### config.mk
export PLATFORM = sky130hd
export DESIGN_NAME = imem_loader
export DESIGN_NICKNAME = d
export VERILOG_FILES = /design/src/rtl/imem_loader.sv
export SDC_FILE = /design/constraint.sdc
export NUM_CORES = 1
export LEC_CHECK = 0
export ABC_AREA = 0
export CAP_MARGIN = 20
export CORE_MARGIN = 5
export CORE_UTILIZATION = 52
export CTS_CLUSTER_SIZE = 14
export DETAILED_ROUTE_END_ITERATION = 7
export GPL_TIMING_DRIVEN = 0
export PLACE_DENSITY = 0.8
export SLEW_MARGIN = 20
export SYNTH_ARGS = -nofsm -noshare
export SYNTH_HDL_FRONTEND = slang
export SYNTH_SLANG_ARGS = --single-unit
export TNS_END_PERCENT = 100
### constraint.sdc
create_clock -name clk -period 2.98 [get_ports clk]
set_input_delay 0.894 -clock clk [delete_from_list [all_inputs] [get_ports clk]]
set_output_delay 0.894 -clock clk [all_outputs]
set_load 0.02 [all_outputs]
### src/rtl/imem_loader.sv
// imem_loader
//   Receives a program over a byte stream and writes it into instruction
//   memory while holding the CPU in reset. The stream is a 32-bit word count N
//   followed by N data words, all little-endian. When the optional checksum is
//   enabled, one more word follows: the modulo-2^32 sum of the data words.
//
// Configuration macro: IMEM_LOADER_CHECKSUM_EN (adds CHK state + accumulator)
//
// Ports
//   clk         system clock, rising edge
//   reset       asynchronous active-low reset
//   start       one-cycle request to begin a load (ignored while busy)
//   byte_valid  byte stream valid
//   byte_data   byte stream data
//   byte_ready  byte accepted this cycle (HDR/LOAD/CHK only)
//   we/wa/wd    instruction memory write port (word-aligned byte address)
//   cpu_hold    keeps the core in reset; low only in RUN
//   busy/done/err  load in progress / completed / failed
//
// state | meaning
// IDLE  | after reset, waiting for start
// HDR   | assembling the length word N
// LOAD  | assembling data words and writing them to memory
// CHK   | assembling the checksum word (checksum build only)
// RUN   | load complete, core released
// ERR   | bad length or checksum mismatch, core held

module imem_loader #(
  parameter int DEPTH = 256,
  parameter int AW    = 32
) (
  input  logic          clk,
  input  logic          reset,
  input  logic          start,
  input  logic          byte_valid,
  input  logic [7:0]    byte_data,
  output logic          byte_ready,
  output logic          we,
  output logic [AW-1:0] wa,
  output logic [31:0]   wd,
  output logic          cpu_hold,
  output logic          busy,
  output logic          done,
  output logic          err
);

  // Wide enough to hold DEPTH itself, so a length of exactly DEPTH fits.
  localparam int IW = $clog2(DEPTH + 1);

  typedef enum logic [2:0] {
    IDLE,
    HDR,
    LOAD,
    RUN,
    ERR
`ifdef IMEM_LOADER_CHECKSUM_EN
    , CHK
`endif
  } state_t;

  state_t        state;
  logic [1:0]    bcnt;
  logic [23:0]   sh;
  logic [IW-1:0] idx;
  logic [IW-1:0] len;
`ifdef IMEM_LOADER_CHECKSUM_EN
  logic [31:0]   acc;
`endif

  logic        xfer;
  logic        word_done;
  logic [31:0] word;
  logic        last_word;

  always_comb begin
    byte_ready = (state == HDR) || (state == LOAD);
`ifdef IMEM_LOADER_CHECKSUM_EN
    if (state == CHK) byte_ready = 1'b1;
`endif
  end

  assign busy     = byte_ready;
  assign done     = (state == RUN);
  assign err      = (state == ERR);
  assign cpu_hold = (state != RUN);

  assign xfer      = byte_valid && byte_ready;
  assign word_done = xfer && (bcnt == 2'd3);
  // The fourth byte is combined directly, so a word completes in the cycle
  // its last byte transfers and the write is registered on that edge.
  assign word      = {byte_data, sh};
  assign last_word = (idx == len - IW'(1));

  always_ff @(posedge clk or negedge reset) begin
    if (!reset) begin
      state <= IDLE;
      bcnt  <= 2'd0;
      sh    <= 24'd0;
      idx   <= '0;
      len   <= '0;
      we    <= 1'b0;
      wa    <= '0;
      wd    <= 32'd0;
`ifdef IMEM_LOADER_CHECKSUM_EN
      acc   <= 32'd0;
`endif
    end else begin
      we <= 1'b0;

      if (xfer) begin
        bcnt <= bcnt + 2'd1;
        case (bcnt)
          2'd0:    sh[7:0]   <= byte_data;
          2'd1:    sh[15:8]  <= byte_data;
          2'd2:    sh[23:16] <= byte_data;
          default: ;
        endcase
      end

      case (state)
        IDLE, RUN, ERR: begin
          if (start) begin
            state <= HDR;
            bcnt  <= 2'd0;
            idx   <= '0;
`ifdef IMEM_LOADER_CHECKSUM_EN
            acc   <= 32'd0;
`endif
          end
        end

        HDR: begin
          if (word_done) begin
            if (word == 32'd0 || word > 32'(DEPTH)) begin
              state <= ERR;
            end else begin
              len   <= word[IW-1:0];
              idx   <= '0;
              state <= LOAD;
            end
          end
        end

        LOAD: begin
          if (word_done) begin
            we  <= 1'b1;
            wa  <= AW'({idx, 2'b00});
            wd  <= word;
`ifdef IMEM_LOADER_CHECKSUM_EN
            acc <= acc + word;
`endif
            // idx stops at len-1, so it can never wrap past DEPTH-1.
            if (last_word) begin
`ifdef IMEM_LOADER_CHECKSUM_EN
              state <= CHK;
`else
              state <= RUN;
`endif
            end else begin
              idx <= idx + IW'(1);
            end
          end
        end

`ifdef IMEM_LOADER_CHECKSUM_EN
        CHK: begin
          if (word_done) begin
            state <= (word == acc) ? RUN : ERR;
          end
        end
`endif

        default: state <= IDLE;
      endcase
    end
  end

endmodule

# --- Word-level counts from Yosys, hierarchy flattened ---
# Index checks and enable logic that the tools add are counted.
classes:
  muxes: 17
  eq_ne: 15
  addsub: 3
  order_cmp: 1
  n_bitwise: 1
  n_reduce_logical: 16
ops:
  columns: ["operator", "count"]
  rows:
  - ["9-bit two-way mux", 5]
  - ["32-bit by 9-bit greater-than comparator with 1-bit output, second input constant", 1]
  - ["32-bit logical NOT", 1]
  - ["9-bit case mux with 3 select lines", 1]
  - ["3-bit two-way mux", 5]
  - ["2-bit inequality test, second input constant", 6]
  - ["9-bit by 1-bit adder with 9-bit output, second input constant", 1]
  - ["9-bit == test", 1]
  - ["3-bit case mux with 3 select lines", 1]
  - ["9-bit by 1-bit subtractor with 9-bit output, second input constant", 1]
  - ["2-bit AND reduction", 4]
  - ["3-bit by 2-bit == test with 1-bit output, second input constant", 2]
  - ["2-bit two-way mux", 3]
  - ["6-bit AND reduction", 1]
  - ["2-bit == test, second input constant", 2]
  - ["4-bit AND reduction", 1]
  - ["3-bit by 1-bit == test with 1-bit output, second input constant", 1]
  - ["3-bit == test, second input constant", 1]
  - ["3-bit logical NOT", 1]
  - ["3-bit by 2-bit inequality test with 1-bit output, second input constant", 1]
  - ["3-bit AND reduction", 1]
  - ["3-bit nonzero test", 1]
  - ["3-bit OR reduction", 1]
  - ["2-bit by 1-bit adder with 2-bit output, second input constant", 1]
  - ["other kinds (6)", 9]
word_totals:
  elab_cells: 63
  inputBits: 12
  regBits: 89
  output_inout_bits: 70

# --- Logic depth before layout (Yosys ltp) ---
# Gate-level depths: netlist of run 1.
depth:
  ltp_word: 6
  mapped_depth: 9
  ltp_nobuf: 8

# --- Worst setup path after synthesis of run 1 ---
# No wires, ideal clock.
synth_timing:
  path_kind: "input -> register"
  from: "in byte_valid"
  to: "reg idx[4]"
  cell_stages: 6
  slack_ps: 356
  n_path_buf: 0
  t_required_ps: 2902
  setup_time_ps: 78
  arrival_time_ps: 2547
  path_cell_list: "nand3_2 -> or3_4 -> a2111oi_4 -> o31ai_2 -> or4_1 -> a21oi_1"
synth_between:
  elab_chain_cells: 4
  elab_cells_between_ends: 5
  classes_between: "eq/ne (2); reduce/logical (3)"
synth_lines:
  columns: ["element", "line", "rtl"]
  rows:
  - ["start, declared", "35", "input logic byte_valid,"]
  - ["1-bit logical AND (*)", "87", "assign xfer = byte_valid && byte_ready;"]
  - ["1-bit logical AND (*)", "88", "assign word_done = xfer && (bcnt == 2'd3);"]
  - ["2-bit inequality test (no line)", null, null]
  - ["6-bit AND reduction (no line) (*)", null, null]
  - ["end signal, assigned", "160", "idx <= idx + IW'(1);"]
  - ["end, declared", "64", "logic [IW-1:0] idx;"]
# Every way passes the cells marked *; elsewhere a longest branch is shown, timed or not.
# A chain may end at the register's enable or synchronous reset.

# --- Worst setup path after layout of run 1 ---
layout_timing:
  from: "in byte_data[2]"
  to: "reg idx[4]"
layout_between:
  elab_chain_cells: 4
  elab_cells_between_ends: 5
  classes_between: "order compare (1); eq/ne (1); reduce/logical (3)"
layout_lines:
  columns: ["element", "line", "rtl"]
  rows:
  - ["start, declared", "36", "input logic [7:0] byte_data,"]
  - ["32-bit by 9-bit greater-than comparator with 1-bit output / 32-bit logical NOT (equally long branches)", "134", "if (word == 32'd0 || word > 32'(DEPTH)) begin"]
  - ["1-bit logical OR (*)", "134", null]
  - ["2-bit inequality test (no line) (*)", null, null]
  - ["6-bit AND reduction (no line) (*)", null, null]
# Marked as above.

==> out/results.ini, run 1 <==
[outcome]
status = finished clean

[synth]
synthTopCellsByCount = 89 x dfrtp_1, 72 x mux2_2, 25 x buf_4, 20 x nand2_1
syn_inst = 345
synth_area_leaders = dfrtp_1 53%, mux2_2 19%, buf_4 4.4%
async_flop_share_pct = 100
yosysMostFrequentCell = dfrtp_1
synth_top_area_share_pct = 52.6
syn_area_per_cell_um2 = 12.3
synth-seq-area-share_pct = 52.6
syn_area_mm2 = 0.00423
yosys.area.top_type = dfrtp_1
synth_warnings = 0
ys_types = 49
synth-main-ff-cell = dfrtp_1
synth_edf_count = 0
yosys_register_bits = 89

[clock_network]
ctsLongestPathBuffers = 2
cts_tree = yes
cts_made_buffers = 9
cts.sinks = 89
cts-htree-levels = 3
clk_latency_ps = 370
path_clk_slew_ps = 80
cts_root_buffer = clkbuf_8

[routing]
viasPerCell = 5.36
drc = 0
wl_per_cell_um = 16.2
postRouteAntennaNets = 0
wirelength_mm = 8.89
via_count = 2935
drt_iter0_drc = 103
first_pass_iters = 4

[global_route]
antenna_found_initial = 0
grt_max_degree = 48
grt_pass1_wl_mm = 14.9
grt_pass1_vias = 3051
track_usage_pct = 18.9
grt_overflow = 0

[setup_path]
cp-start-kind = primary input
timing.rr.start = state[2]
worstPathArrival_ps = 3260
required_ps = 3270
critPathKind = primary input to register
critPathMaxFanout = 8
critPathCaptureType = register
r2r_setup_slack_ps = 400
cp-startpoint = byte_data[2]

[placement]
hpwl_mm = 6.35
place_congestion = 0.886
pre_cts_slack_ps = -407
io_buffers = 58

[sta]
fin_skew_ps = 14.6
slew_headroom_pct = 60.8
setup-tns-final_ps = 0
finalHoldViolCount = 0
holdWs_ps = 507
finalCritPeriodShare_pct = 99.6
rsz0062_at_grt = true
finalMaxSlewViolations = 0
period_needed_ps = 2970
fmax_ghz = 0.337
setup_viol = 0
worstMarginPinSlew_ps = 588
setup_slack_ps = 12.8

[floorplan]
fp-row-count = 33
start_util_pct = 52.3
io-pin-count = 82
fp.dieH_um = 100
die_area_mm2 = 0.0100
fp.coreArea_mm2 = 0.00809
die_w_um = 100

[hold_path]
worstHoldStart = wd[7]
hold_class = register to register

[power]
p_leak_nw = 2.45
cellPowerDensity_mw_per_mm2 = 577
ir_worst_vdd_mv = 0.386
power_mw = 3.05

[final_layout]
num_antenna_cells = 0
final.fill_count = 623
fin_nets = 457
area_delta_synth_final_pct = 24.7
drive_gt1_share_pct = 30.5

[flow_run]
max-cap-violations = 0

## final cells by class
type / instances / area [µm²] / area share [%]
Buffer: 39 / 251 / 4.76
Clock buffer: 10 / 138 / 2.61
Clock inverter: 5 / 63.8 / 1.21
Inverter: 6 / 22.5 / 0.427
Multi-Input combinational cell: 233 / 1830 / 34.6
Sequential cell: 89 / 2230 / 42.2
Tap cell: 105 / 131 / 2.49
Timing Repair Buffer: 61 / 621 / 11.8
## timing repair
item                                   in CTS  in global routing
endpoints found under the hold margin       0                  0
pin swaps                                   0                  2
setup endpoints to repair                   3                 30
resized for setup                           0                  8
hold buffers                                0                  0
buffers inserted                            0                  2
## kinds of logic after synthesis
kind of cell	after synthesis	synth area share, %
DFF	89	52.6
and+or+nand+nor	77	10.1
muxes	73	19.4
buffers and inverters	45	6.38
AOI/OAI and AO/OA	42	7.18
xor gates and xnor gates	12	2.48
adders and majority gates	6	1.77
other	1	0.0886
## through the flow
step                      area [µm²]  util, %  instances
after global routing            5280     65.2        548
after global placement          5030     62.1        530
final                           5280     65.2        548
after CTS                       5250     64.8        546
after floorplan                 4320        -        367
after detailed placement        5050     62.4        531
## sequential cells by signal, indices dropped and copies added, names as in the netlist
| signal | count |
|---|---|
| wd | 32 |
| sh | 24 |
| idx | 9 |
| len | 9 |
| wa | 9 |
| state | 3 |
| bcnt | 2 |
| we | 1 |
## worst max-delay path, stage by stage
cell and delay [ps]:
clkdlybuf4s50_1 540, nor4_2 260, nand4_1 210, a2111oi_4 350, buf_4 200, o31ai_2 120
or4_1 530, a21oi_1 150
## path summary, 6_finish.rpt
check	cells after the start	end
max in group asynchronous	2	wd[6]
min in group asynchronous	1	idx[5]
hold reg to reg	1	wd[7]
setup reg to reg	6	wd[6]
hold / removal	1	wd[7]
setup / recovery	8	idx[4]
## cells in the final DEF (no fill, tap or decap), types with 4 or more instances in the layout
master | netlist | routed
a21oi_1 | 8 | 8
nand3_1 | 5 | 5
or4_1 | 4 | 4
clkdlybuf4s50_1 | 0 | 54
buf_2 | 6 | 6
nor2_1 | 11 | 11
conb_1 | 1 | 23
o21ai_0 | 11 | 11
dfrtp_1 | 89 | 89
buf_4 | 25 | 28
nor4_1 | 7 | 6
xnor2_1 | 9 | 9
inv_1 | 6 | 6
mux2_2 | 72 | 72
ha_1 | 6 | 6
nor3_1 | 7 | 7
clkbuf_8 | 0 | 10
o21a_1 | 4 | 4
nand2_1 | 20 | 20
clkbuf_1 | 6 | 5
## report_power, final
part / internal, mW / leakage, nW / switching [mW]
combinational: 0.326 / 1.17 / 0.289
clock: 0.412 / 0.0989 / 0.447
sequential: 1.40 / 1.18 / 0.178
total: 2.13 / 2.45 / 0.913
## routing by layer
metal  routed length [µm]  vias to the layer above  global-route usage (%)
met5                    0                        -                       0
met4                  214                        0                    7.67
met3                  576                       21                    5.21
met2                 4270                       82                    30.6
met1                 3830                     1459                    24.0
li1                     -                     1373                       -
Power figures use the tool's default switching activity.
==> run 2: changes to the inputs <==
- SETUP_SLACK_MARGIN: default -> 0.4
==> out/results.ini, run 2 (synthesized netlist as in run 1, its figures left out) <==
[outcome]
status = finished clean

[sta]
rsz0062_at_grt = false
setup_viol = 0
setup-tns-final_ps = 0
worstMarginPinSlew_ps = 493
fin_skew_ps = 9.58
slew_headroom_pct = 66.9
finalHoldViolCount = 0
period_needed_ps = 2510
finalMaxSlewViolations = 0
fmax_ghz = 0.398
holdWs_ps = 462
finalCritPeriodShare_pct = 84.3

[placement]
dp.cells = 531
hpwl_mm = 6.54
postPlaceCellArea_mm2 = 0.00507
io_buffers = 58
place_congestion = 0.880

[clock_network]
cts-htree-levels = 3
cts_tree = yes
clk_latency_ps = 360
ctsLongestPathBuffers = 2
cts_root_buffer = clkbuf_8
cts.sinks = 89
cts_made_buffers = 9
path_clk_slew_ps = 100
ctsHoldBuffers = 0

[routing]
wirelength_mm = 9.10
postRouteAntennaNets = 0
wl_per_cell_um = 16.5
viasPerCell = 5.41
drc = 0
via_count = 2976
first_pass_iters = 5
drt_iter0_drc = 134

[final_layout]
final.fill_count = 624
reg_top3 = wd: 32 flops, sh: 24 flops
postLayoutCellArea_mm2 = 0.00530
final_cells = 550
final_cell_mix = 89 x dfrtp_1, 72 x mux2_2, 43 x clkdlybuf4s50_1, 29 x buf_4, 23 x conb_1
regMostFlops = wd
largest_reg_flops = 32
drive_gt1_share_pct = 33.9
num_antenna_cells = 0
fin_nets = 458
layout_commonest_cell = dfrtp_1
area_delta_synth_final_pct = 25.3

[global_route]
met1_usage_pct = 23.9
grt_overflow = 0
use_met3_pct = 4.73
antenna_found_initial = 0
grt_max_degree = 60
track_usage_pct = 18.9
grt_busiest_layer = met2
grt_pass1_wl_mm = 15.0
grt_pass1_vias = 2979
grt_use_met2_pct = 31.3

[setup_path]
critPathKind = register to register
crit_chain = buf_2, nor4_1, nand4b_1, nor3_1, o2111a_1, buf_2, nor4_1, o21ba_2
critPathMaxFanout = 10
cpPeakStageDelay_ps = 490
cp-start-kind = register
critPathSlowestCell = nor4_1
critPathCaptureType = register
worstPathArrival_ps = 2760
required_ps = 3230

[floorplan]
die_w_um = 100
io-pin-count = 82
fp.coreArea_mm2 = 0.00809
start_util_pct = 52.3
fp-row-count = 33
die_area_mm2 = 0.0100
fp.dieH_um = 100

[flow_run]
max-cap-violations = 0

[power]
cellPowerDensity_mw_per_mm2 = 567
ir_worst_vdd_mv = 0.445
p_leak_nw = 2.46

[hold_path]
hold_class = primary input to asynchronous set/reset pin

-- run 2: changes by cell type in the layout (fill, tap and decap cells not counted), sizes merged --
cell,change
clkdlybuf4s50,-11
buf,+5
clkdlybuf4s15,+5
dlygate4sd2,+4
inv,+4
dlymetal6s2s,-2
bufinv,-1
clkinv,-1
clkinvlp,-1
-- run 2: layout make-up --
type	instances	area, µm²	share of cell area (%)
Clock inverter	6	55.1	1.04
Inverter	6	22.5	0.425
Clock buffer	10	138	2.59
Multi-Input combinational cell	233	1850	34.9
Timing Repair Buffer	62	612	11.5
Sequential cell	89	2230	42.0
Buffer	39	265	5.00
Tap cell	105	131	2.48
-- run 2: worst paths after layout --
| kind | from | endpoint | slack [ps] | cells after the start |
|---|---|---|---|---|
| setup / recovery | len[2] | idx[6] | 470 | 8 |
| hold / removal | reset | wa[9] | 460 | 1 |
| setup reg to reg | len[2] | idx[6] | 470 | 8 |
| hold reg to reg | wa[5] | wa[5] | 510 | 1 |
| max in group asynchronous | reset | len[0] | 1890 | 2 |
| min in group clk | wa[5] | wa[5] | 510 | 1 |
-- run 2: power by group --
group	internal (mW)	leakage, nW	switching [mW]
clock	0.346	0.100	0.466
combinational	0.315	1.18	0.300
sequential	1.40	1.18	0.184
-- run 2: what timing repair did --
| item | 4_1_cts | 5_1_grt |
|---|---|---|
| resized for setup | 39 | 7 |
| pin swaps | 4 | 3 |
| endpoints found under the setup margin | 61 | 10 |
| endpoints found under the hold margin | 0 | 0 |
| setup buffers | 3 | 0 |
-- run 2: per-layer routing --
metal	vias up	wire [µm]	share of wire, %
met5	-	0	0
met4	0	172	1.9
met3	15	626	6.9
li1	1376	-	-
met2	102	4520	50
met1	1483	3770	41
-- run 2: stage by stage --
stage	util, %	power (mW)	setup WS (ps)
after CTS	65.5	3.03	400
after detailed placement	62.6	2.23	-461
final	65.5	3.01	468
after floorplan	-	2.01	369
after global routing	65.5	3.18	418
after global placement	62.3	2.18	-2090
-- run 2: worst max-delay path, delay by kind of cell (launching register included) --
family                 cells  cell delay [ps]
buffers and inverters      2              410
AOI/OAI and AO/OA          2              560
DFF                        1              360
and+or+nand+nor            4             1090
==> run 3: changes to the inputs <==
- clock period: 2.98 -> 2.5 ns (I/O delays scaled with it)
==> out/results.ini, run 3 (synthesized netlist as in run 1, its figures left out) <==
[sta]
fin_skew_ps = 11.7
finalCritPeriodShare_pct = 92.1
finalHoldViolCount = 0
setup-tns-final_ps = 0
setup_slack_ps = 197
period_needed_ps = 2300
slew_headroom_pct = 63.0
holdWs_ps = 362
fmax_ghz = 0.434
rsz0062_at_grt = true
finalMaxSlewViolations = 0
setup_viol = 0
worstMarginPinSlew_ps = 555

[power]
p_int_mw = 2.72
seqPwrFrac_pct = 48.2
p_leak_nw = 2.98
power_switching_mw = 1.24
switching_share_pct = 31.3
power_mw = 3.96
ir_worst_vdd_mv = 0.545
comb_power_share_pct = 25.3
clkPwrFrac_pct = 26.5
cellPowerDensity_mw_per_mm2 = 695

[setup_path]
critPathMaxFanout = 10
crit_chain = buf_6, or4_4, nor3b_2, o21a_1, o2111a_2, buf_4, buf_8, nor4_2, o21ba_2
critPathKind = register to register
worstPathArrival_ps = 2580
crit_family = simple AND/OR/NAND/NOR gates
path_buf_inv = 3
cp-start-kind = register
critPathSlowestCell = or4_4
critPathCaptureType = register
cpPeakStageDelay_ps = 550
required_ps = 2770

[placement]
dp.cells = 531
place_congestion = 0.869
hpwl_mm = 6.44
pre_cts_slack_ps = -832
io_buffers = 58
postPlaceCellArea_mm2 = 0.00507

[global_route]
grt_max_degree = 48
grt_pass1_vias = 3099
antenna_found_initial = 0
track_usage_pct = 20.4
grt_overflow = 0
grt_pass1_wl_mm = 15.9

[final_layout]
area_delta_synth_final_pct = 34.6
fin_nets = 479
postLayoutCellArea_mm2 = 0.00570
regMostFlops = wd
num_antenna_cells = 0
final_cells = 571
final_cell_mix = 84 x dfrtp_1, 72 x mux2_2, 52 x buf_4, 29 x dlygate4sd2_1, 23 x conb_1
drive_gt1_share_pct = 45.1
utilization_pct = 70.4
reg_top3 = wd: 32 flops, sh: 24 flops
largest_reg_flops = 32
layout_commonest_cell = dfrtp_1

[clock_network]
cts-htree-levels = 3
cts_root_buffer = clkbuf_8
cts_tree = yes
cts_made_buffers = 9
clk_latency_ps = 370
ctsLongestPathBuffers = 2
cts.sinks = 89
path_clk_slew_ps = 100

[floorplan]
fp.dieH_um = 100
die_area_mm2 = 0.0100
die_w_um = 100
start_util_pct = 52.3
fp-row-count = 33
io-pin-count = 82
fp.coreArea_mm2 = 0.00809

[flow_run]
max-cap-violations = 0

[routing]
viasPerCell = 5.40
drt_iter0_drc = 153
wirelength_mm = 9.93
drc = 0
via_count = 3086
postRouteAntennaNets = 0
wl_per_cell_um = 17.4
first_pass_iters = 4

[outcome]
status = finished clean

[hold_path]
hold_class = primary input to asynchronous set/reset pin

[run 3: cell types whose count changed in the layout (fill, tap and decap cells not counted), sizes merged]
cell / change
dlymetal6s2s: +11
clkbuf: -3
inv: -3
clkdlybuf4s50: -41
bufinv: +1
clkinvlp: +1
dlygate4sd2: +25
buf: +33
clkinv: +1
clkdlybuf4s15: -4
[run 3: timing repair]
action | 4_1_cts | 5_1_grt
setup buffers | 11 | 11
hold buffers | 0 | 0
gates resized for setup | 135 | 51
cloned | 0 | 2
endpoints found under the setup margin | 97 | 81
pin swaps | 18 | 15
[run 3: final cells by class]
type / count / area [µm²]
Tap cell: 105 / 131
Clock buffer: 10 / 138
Clock inverter: 6 / 75.1
Sequential cell: 89 / 2230
Inverter: 6 / 22.5
Fill cell: 576 / 2390
Buffer: 39 / 304
Multi-Input combinational cell: 233 / 2030
Timing Repair Buffer: 83 / 764
[run 3: power by group through the flow]
stage / logic (mW) / clock network [mW] / registers [mW]
finish: 1.00 / 1.05 / 1.91
global route: 1.10 / 1.13 / 1.94
CTS: 0.871 / 1.08 / 1.89
detailed placement: 0.749 / 0 / 1.90
global placement: 0.712 / 0 / 1.89
floorplan: 0.571 / 0 / 1.83
[run 3: worst paths after layout]
path | cells after the start | startpoint | endpoint | slack, ps
max | 9 | len[2] | idx[6] | 200
min | 1 | reset | wa[7] | 360
max reg2reg | 9 | len[2] | idx[6] | 200
min reg2reg | 1 | wa[9] | wa[9] | 500
max in group asynchronous | 2 | reset | sh[1] | 1490
min in group clk | 1 | wa[9] | wa[9] | 500
[run 3: layer usage]
metal | global-route usage, % | vias up | part of all wire, % | wire length, µm
met4 | 8.60 | 0 | 2.3 | 232
li1 | - | 1420 | - | -
met2 | 33.0 | 108 | 50 | 5000
met3 | 5.14 | 23 | 6.2 | 612
met1 | 26.2 | 1535 | 41 | 4090
met5 | 0 | - | 0 | 0
